File: config.mk
export PLATFORM = sky130hd
export DESIGN_NAME = i2c_wb_arbiter
export DESIGN_NICKNAME = d
export VERILOG_FILES = /design/src/rtl/i2c_wb_arbiter.sv
export SDC_FILE = /design/constraint.sdc
export NUM_CORES = 1
export LEC_CHECK = 0
export CORE_AREA = 2 2 123 125
export DETAILED_ROUTE_END_ITERATION = 7
export DIE_AREA = 0 0 125 127
export MAX_ROUTING_LAYER = met4
export SETUP_SLACK_MARGIN = 0.02
export SYNTH_ARGS = -nofsm -noshare
export SYNTH_HDL_FRONTEND = slang
export SYNTH_SLANG_ARGS = --single-unit
File: constraint.sdc
create_clock -name wb_clk_i -period 2.5 [get_ports wb_clk_i]
set_input_delay 0.5 -clock wb_clk_i [delete_from_list [all_inputs] [get_ports wb_clk_i]]
set_output_delay 0.5 -clock wb_clk_i [all_outputs]
set_load 0.005 [all_outputs]
File: src/rtl/i2c_wb_arbiter.sv
// Two-master round-robin Wishbone arbiter with stall watchdog, placed in front of
// the I2C controller's single slave port. The grant is held for a whole cycle.
module i2c_wb_arbiter #(
  parameter int TIMEOUT = 256,
  parameter int CNT_W   = 9
) (
  input  logic        wb_clk_i,
  input  logic        wb_rst_i,
  input  logic        m0_cyc_i,
  input  logic        m0_stb_i,
  input  logic        m0_we_i,
  input  logic [3:0]  m0_sel_i,
  input  logic [31:0] m0_adr_i,
  input  logic [31:0] m0_dat_i,
  output logic [31:0] m0_dat_o,
  output logic        m0_ack_o,
  output logic        m0_err_o,
  input  logic        m1_cyc_i,
  input  logic        m1_stb_i,
  input  logic        m1_we_i,
  input  logic [3:0]  m1_sel_i,
  input  logic [31:0] m1_adr_i,
  input  logic [31:0] m1_dat_i,
  output logic [31:0] m1_dat_o,
  output logic        m1_ack_o,
  output logic        m1_err_o,
  output logic        s_cyc_o,
  output logic        s_stb_o,
  output logic        s_we_o,
  output logic [3:0]  s_sel_o,
  output logic [31:0] s_adr_o,
  output logic [31:0] s_dat_o,
  input  logic [31:0] s_dat_i,
  input  logic        s_ack_i,
  output logic [1:0]  grant_o,
  output logic        timeout_o
);

  localparam logic [1:0] ST_IDLE    = 2'd0;
  localparam logic [1:0] ST_ACTIVE  = 2'd1;
  localparam logic [1:0] ST_HOLDOFF = 2'd2;

  logic [1:0]       state_q, state_d;
  logic [1:0]       grant_q, grant_d;
  logic             last_q, last_d;       // 1 = m1 owned the bus most recently
  logic [CNT_W-1:0] wdog_q, wdog_d;
  logic             err_q, err_d;
  logic             timeout_q, timeout_d;

  logic        own_m1;
  logic        own_cyc, own_stb, own_we;
  logic [3:0]  own_sel;
  logic [31:0] own_adr, own_dat;
  logic        active;
  logic        stall;
  logic        wdog_hit;
  logic        pick_m1;

  assign own_m1  = grant_q[1];
  assign own_cyc = own_m1 ? m1_cyc_i : m0_cyc_i;
  assign own_stb = own_m1 ? m1_stb_i : m0_stb_i;
  assign own_we  = own_m1 ? m1_we_i  : m0_we_i;
  assign own_sel = own_m1 ? m1_sel_i : m0_sel_i;
  assign own_adr = own_m1 ? m1_adr_i : m0_adr_i;
  assign own_dat = own_m1 ? m1_dat_i : m0_dat_i;

  assign active   = (state_q == ST_ACTIVE);
  assign stall    = active && own_stb && !s_ack_i;
  // Abort on the stalled cycle that would bring the count up to TIMEOUT; an ack
  // in that same cycle clears the stall and therefore wins.
  assign wdog_hit = (TIMEOUT != 0) && ((int'(wdog_q) + 1) == TIMEOUT);
  assign pick_m1  = m1_cyc_i && (!m0_cyc_i || !last_q);

  // NOTE: every next-state signal gets a default first so no latch is inferred.
  always_comb begin
    state_d   = state_q;
    grant_d   = grant_q;
    last_d    = last_q;
    wdog_d    = wdog_q;
    err_d     = 1'b0;
    timeout_d = 1'b0;
    case (state_q)
      ST_IDLE: begin
        wdog_d = '0;
        if (m0_cyc_i || m1_cyc_i) begin
          state_d = ST_ACTIVE;
          grant_d = pick_m1 ? 2'b10 : 2'b01;
        end
      end
      ST_ACTIVE: begin
        if (!own_cyc) begin
          state_d = ST_IDLE;
          grant_d = 2'b00;
          last_d  = own_m1;
          wdog_d  = '0;
        end else if (stall && wdog_hit) begin
          state_d   = ST_HOLDOFF;
          err_d     = 1'b1;
          timeout_d = 1'b1;
          wdog_d    = '0;
        end else if (stall) begin
          if (wdog_q != '1) wdog_d = wdog_q + 1'b1;
        end else begin
          wdog_d = '0;
        end
      end
      ST_HOLDOFF: begin
        if (!own_cyc) begin
          state_d = ST_IDLE;
          grant_d = 2'b00;
          last_d  = own_m1;
        end
      end
      default: begin
        state_d = ST_IDLE;
        grant_d = 2'b00;
      end
    endcase
  end

  // NOTE: sequential state uses non-blocking assignments only.
  always_ff @(posedge wb_clk_i) begin
    if (wb_rst_i) begin
      state_q   <= ST_IDLE;
      grant_q   <= 2'b00;
      last_q    <= 1'b1;
      wdog_q    <= '0;
      err_q     <= 1'b0;
      timeout_q <= 1'b0;
    end else begin
      state_q   <= state_d;
      grant_q   <= grant_d;
      last_q    <= last_d;
      wdog_q    <= wdog_d;
      err_q     <= err_d;
      timeout_q <= timeout_d;
    end
  end

  assign s_cyc_o = active && own_cyc;
  assign s_stb_o = active && own_stb;
  assign s_we_o  = active && own_we;
  assign s_sel_o = active ? own_sel : 4'h0;
  assign s_adr_o = active ? own_adr : 32'h0;
  assign s_dat_o = active ? own_dat : 32'h0;

  // Responses reach only the owner, and only while ACTIVE, so a late ack in
  // HOLDOFF is dropped and err/ack can never coincide.
  assign m0_ack_o = active && grant_q[0] && s_ack_i;
  assign m1_ack_o = active && grant_q[1] && s_ack_i;
  assign m0_dat_o = (active && grant_q[0]) ? s_dat_i : 32'h0;
  assign m1_dat_o = (active && grant_q[1]) ? s_dat_i : 32'h0;
  assign m0_err_o = err_q && grant_q[0];
  assign m1_err_o = err_q && grant_q[1];

  assign grant_o   = grant_q;
  assign timeout_o = timeout_q;

endmodule

# Word-level counts from Yosys, hierarchy flattened
# Index checks and enable logic that the tools add are counted.
[op_classes]
n_addsub = 2
n_eq_ne = 9
mux = 25
bitwise = 2
n_reduce_logical = 25
[ops]
columns = ["cell", "n"]
rows = [
  ["$mux 32", 6],
  ["$mux 9", 4],
  ["$pmux 9 s2", 1],
  ["$logic_and 1x1->1", 12],
  ["$mux 2", 6],
  ["$add 9x1->10 const B", 1],
  ["$eq 10x9->1 const B", 1],
  ["$add 9x1->9 const B", 1],
  ["$ne 9x9->1 const B", 1],
  ["$mux 4", 2],
  ["$ne 2x2->1 const B", 3],
  ["$pmux 2 s3", 1],
  ["$reduce_and 2->1", 3],
  ["$ne 5x3->1 const B", 1],
  ["$mux 1", 4],
  ["$pmux 2 s2", 1],
  ["$logic_not 1->1", 3],
  ["$ne 3x2->1 const B", 1],
  ["$reduce_and 3->1", 1],
  ["$reduce_or 3->1", 1],
  ["$eq 2x1->1 const B", 1],
  ["$eq 2x2->1 const B", 1],
  ["$logic_not 2->1", 1],
  ["$logic_or 1x1->1", 2],
  ["other kinds (3)", 4],
]
[word_totals]
register_bits = 15
output_inout_bits = 142
elab_cells = 68

# Longest topological paths before layout
[logic_depth]
word_depth = 7
depth_mapped = 11
depth_no_buf = 9

# Worst setup path before layout
# Ideal clock, no wire load.
[synth_path]
kind = "flip-flop to flip-flop"
from = "register wdog_q[4]"
to = "register wdog_q[1]"
setup_time_ps = 130
arrival_time_ps = 2132
slack_ps = 238
path_stages_with_launch = 12
path_buffers = 2
period_less_slack_ps = 2262
path_cell_list = "dfxtp_1 > buf_2 > and3_1 > and3_1 > and3_1 > ha_1 > nand2_1 > nor4_1 > a22oi_2 > buf_2 > o2111ai_1 > o211ai_1"
[synth_via]
elab_chain_cells = 6
[synth_rtl]
columns = ["item", "line", "text"]
rows = [
  ["from (decl)", "46", "logic [CNT_W-1:0] wdog_q, wdog_d;"],
  ["from (signal assigned)", "134", "wdog_q <= wdog_d;"],
  ["$add 9x1->10", "71", "assign wdog_hit = (TIMEOUT != 0) && ((int'(wdog_q) + 1) == TIMEOUT);"],
  ["$eq 10x9->1", "71", ""],
  ["$logic_and 1x1->1", "96", "end else if (stall && wdog_hit) begin"],
  ["$mux 9", "96", ""],
  ["$mux 9", "91", "if (!own_cyc) begin"],
  ["$pmux 9 s2", "82", "case (state_q)"],
]
# Parallel ways exist; a longest one is shown, timed or not.
# A chain may end at the register's enable or synchronous reset.

# Final worst setup path
[layout_path]
from = "register wdog_q[0]"
to = "register wdog_q[8]"
[layout_via]
elab_chain_cells = 6
[layout_rtl]
columns = ["item", "line"]
rows = [
  ["$add 9x1->10 / $add 9x1->9 (equally long branches)", "71, 102"],
  ["$eq 10x9->1 / $mux 9 (equally long branches)", "71, 102"],
  ["$logic_and 1x1->1 / $mux 9 (equally long branches)", "96, 101"],
  ["$mux 9", "96"],
  ["$mux 9", "91"],
  ["$pmux 9 s2", "82"],
]
# Parallel ways exist; a longest one is shown, timed or not. The select of a mux whose other input is x is not followed.

==> impl_metrics.env <==
export IMPL_ys_warn_count=0
export IMPL_slowest_stage="dfxtp_4"
export IMPL_cts_sinks=15
export IMPL_core_um2=14400
export IMPL_route_detailed_drc=0
export IMPL_cts_tree="built"
export IMPL_fillers=1376
export IMPL_synth_ff_type="dfxtp_1"
export IMPL_tightest_slew_ns=0.667
export IMPL_start_util_pct=19.4
export IMPL_regArea_um2=308
export IMPL_overflow=0
export IMPL_yosys_area_top_type="mux2i_1"
export IMPL_fin_cells=873
export IMPL_clkPwrFrac_pct=16.4
export IMPL_ys_top_cells_by_area="mux2i_1, and3_1, nor2b_1, dfxtp_1, clkbuf_1"
export IMPL_min_to="state_q[0]"
export IMPL_timing_hold_ws_ns=0.525
export IMPL_postRouteAntennaNets=0
export IMPL_maxCapViolCount=0
export IMPL_cellPowerDensity_nw_per_um2=299
export IMPL_final_core_util_pct=45.2
export IMPL_synth_seq_cells=15
export IMPL_grt_pass1_wl_um=22300
export IMPL_synth_edf_count=0
export IMPL_rows=44
export IMPL_min_from="state_q[0]"
export IMPL_post_route_period_util_pct=97.0
export IMPL_critPathMaxFanout=6
export IMPL_leakage_nw=2.57
export IMPL_track_usage_pct=18.0
export IMPL_ir_worst_vdd_mv=0.227
export IMPL_wl_per_cell_um=17.7
export IMPL_relSlewSlack_pct=55.5
export IMPL_vias=4076
export IMPL_num_io_pins=319
export IMPL_antenna_found_initial=0
export IMPL_max_stage_delay_ns=0.35
export IMPL_synth_async_sr_flop_share_pct=0
export IMPL_drt_iter0_drc=123
export IMPL_post_place_cells=867
export IMPL_drt_pass1_iterations=4
export IMPL_finalSetupViolations=0
export IMPL_yosysSeqAreaShare_pct=10.7
export IMPL_multi_input_area_um2=2410
export IMPL_hp_class="reg -> reg"
export IMPL_switching_power_mw=0.639
export IMPL_r2r_start="wdog_q[0]"
export IMPL_cp_num_buf_inv=1
export IMPL_root_buffer="clkbuf_16"
export IMPL_worstReg2RegEnd="wdog_q[8]"
export IMPL_antennaDiodeCount=0
export IMPL_swShare_pct=32.8
export IMPL_worstPathArrival_ns=2.55
export IMPL_worstSetupEndpointType="flip-flop"
export IMPL_syn_avg_cell_area_um2=7.34
export IMPL_cts_buffers=3
export IMPL_hold_violations=0
export IMPL_outcome="finished clean"
export IMPL_period_needed_ns=2.43
export IMPL_critPathKind="reg -> reg"
export IMPL_drive_above_1_share_pct=7.11
export IMPL_layout_nets=873
export IMPL_clk_latency_ns=0.25
export IMPL_min_path_cells=2
export IMPL_clock_skew_ns=0.00505
export IMPL_htree_levels=1
export IMPL_crit_chain="ha_2 -> and3_1 -> and3_4 -> ha_4 -> nand2_4 -> nor4_4 -> a22oi_2 -> buf_4 -> o2111ai_2 -> o211ai_1"
export IMPL_clk_pin_slew_worst_paths_ns=0.05
export IMPL_syn_nets=564
export IMPL_wl_um=15500
export IMPL_path_delay_family="simple AND/OR/NAND/NOR gates"
export IMPL_ctsLongestPathBuffers=2
export IMPL_syn_area_um2=2800
export IMPL_fp_dieArea_um2=15900
export IMPL_p_comb_share_pct=69.1
export IMPL_p_int_mw=1.31
export IMPL_place_hpwl_um=12600
export IMPL_syn_to_final_growth_pct=133
export IMPL_p_seq_share_pct=14.4
export IMPL_syn_inst=381
export IMPL_rr_worst_depth=10
export IMPL_r2r_slack_ns=0.07
export IMPL_die_w_um=125
export IMPL_cp_required_ns=2.63
export IMPL_finalWorstSetupSlack_ns=0.0740
export IMPL_fmax_mhz=412
export IMPL_die_y_um=127
export IMPL_slew_viol_final=0
export IMPL_io_buffers=318
export IMPL_post_place_ws_ns=0.0480
export IMPL_ys_types=40
export IMPL_finalWeightedCongestion=0.909
export IMPL_cts_hold_buf=0
export IMPL_grt_pass1_vias=3983
export IMPL_rsz0062_at_grt="yes"
export IMPL_synth_top_area_share_pct=25.8
export IMPL_grt_max_degree=80
export IMPL_avgViaCountPerCell=4.67
export IMPL_cp_start_kind="flip-flop"
[cells in the mapped netlist (2+ instances only)]
master,n
ha_1,6
o211ai_1,4
nor3_1,5
or3_1,2
nand2_1,15
o31ai_1,3
dfxtp_1,15
a22oi_1,2
o2111ai_1,11
xnor2_1,2
clkbuf_1,32
or4_1,2
a32oi_1,2
and2_1,4
nor2b_1,71
nor4_1,2
nand2b_1,3
a21oi_1,4
a31oi_1,2
and3_1,71
inv_1,12
nand4_1,3
nor2_1,7
o21ai_0,3
buf_2,8
nand3_1,5
mux2i_1,72
[metal layers]
layer	global-route usage (%)	vias to the layer above	part of all wire, %
li1	-	1983	-
met1	21.2	1871	39
met2	31.8	208	51
met3	4.31	14	8.2
met4	2.48	0	1.2
met5	-	-	0
[kinds of logic after synthesis]
| kind of cell | share of synthesized area (%) |
|---|---|
| compound gates | 10.4 |
| xor+xnor | 0.627 |
| fa+ha+maj | 2.68 |
| buf+inv | 7.61 |
| flops | 10.7 |
| mux | 26.3 |
| simple gates | 41.6 |
[stage by stage]
| stage | TNS [ns] | cell area [um2] | total power [mW] |
|---|---|---|---|
| after floorplan | 0 | 2800 | 0.799 |
| after global placement | 0 | 6300 | 1.61 |
| after detailed placement | 0 | 6300 | 1.62 |
| after CTS | 0 | 6370 | 1.95 |
| after global routing | -0.000318 | 6520 | 2.07 |
| final | 0 | 6520 | 1.95 |
[power groups by stage]
stage               sequential (mW)  combinational [mW]  clock, mW
finish                        0.281                1.35      0.320
global route                  0.284                1.45      0.331
CTS                           0.277                1.35      0.322
detailed placement            0.282                1.34          0
global placement              0.280                1.33          0
floorplan                     0.278               0.521          0
[worst max path at each step]
stage,end,cells after the start,from
floorplan,wdog_q[1],11,wdog_q[4]
detailed placement,wdog_q[0],9,wdog_q[0]
CTS,wdog_q[0],9,wdog_q[0]
global route,wdog_q[8],10,wdog_q[0]
finish,wdog_q[8],10,wdog_q[0]
global placement,s_we_o,5,m1_we_i
[worst reg2reg max path, delay by kind of cell (launching register included)]
kind / cells / cell delay, ns
DFF: 1 / 0.35
buffers and inverters: 1 / 0.20
AOI/OAI and AO/OA: 3 / 0.52
and+or+nand+nor: 4 / 0.78
adders and majority gates: 2 / 0.46
[final cells by class]
type | instances | area share [%]
flip-flops and latches | 15 | 4.72
well taps | 184 | 3.53
inverters | 12 | 0.691
multi-input cells | 314 | 36.9
repair buffers | 344 | 52.9
clock buffers | 4 | 1.21
[what timing repair did]
action / in CTS / in global routing
buffers inserted: 0 / 1
resized for setup: 0 / 25
endpoints found under the setup margin: 0 / 16
[placed cells by master (no fill, tap or decap), types with 4 or more instances in the layout]
| master | Yosys | layout |
|---|---|---|
| o2111ai_2 | 0 | 4 |
| buf_4 | 1 | 22 |
| nand2_1 | 15 | 14 |
| and2_1 | 4 | 4 |
| inv_1 | 12 | 12 |
| nor2_1 | 7 | 7 |
| nor2b_1 | 71 | 71 |
| clkdlybuf4s50_1 | 0 | 315 |
| nand3_1 | 5 | 5 |
| o211ai_1 | 4 | 4 |
| dfxtp_1 | 15 | 13 |
| a21oi_1 | 4 | 4 |
| nor3_1 | 5 | 5 |
| mux2i_1 | 72 | 71 |
| o2111ai_1 | 11 | 7 |
| and3_1 | 71 | 69 |
[registers in the layout, indices dropped and copies added (netlist names)]
signal,cells
wdog_q,9
grant_o,2
state_q,2
last_q,1
timeout_o,1
Power figures use the tool's default switching activity.
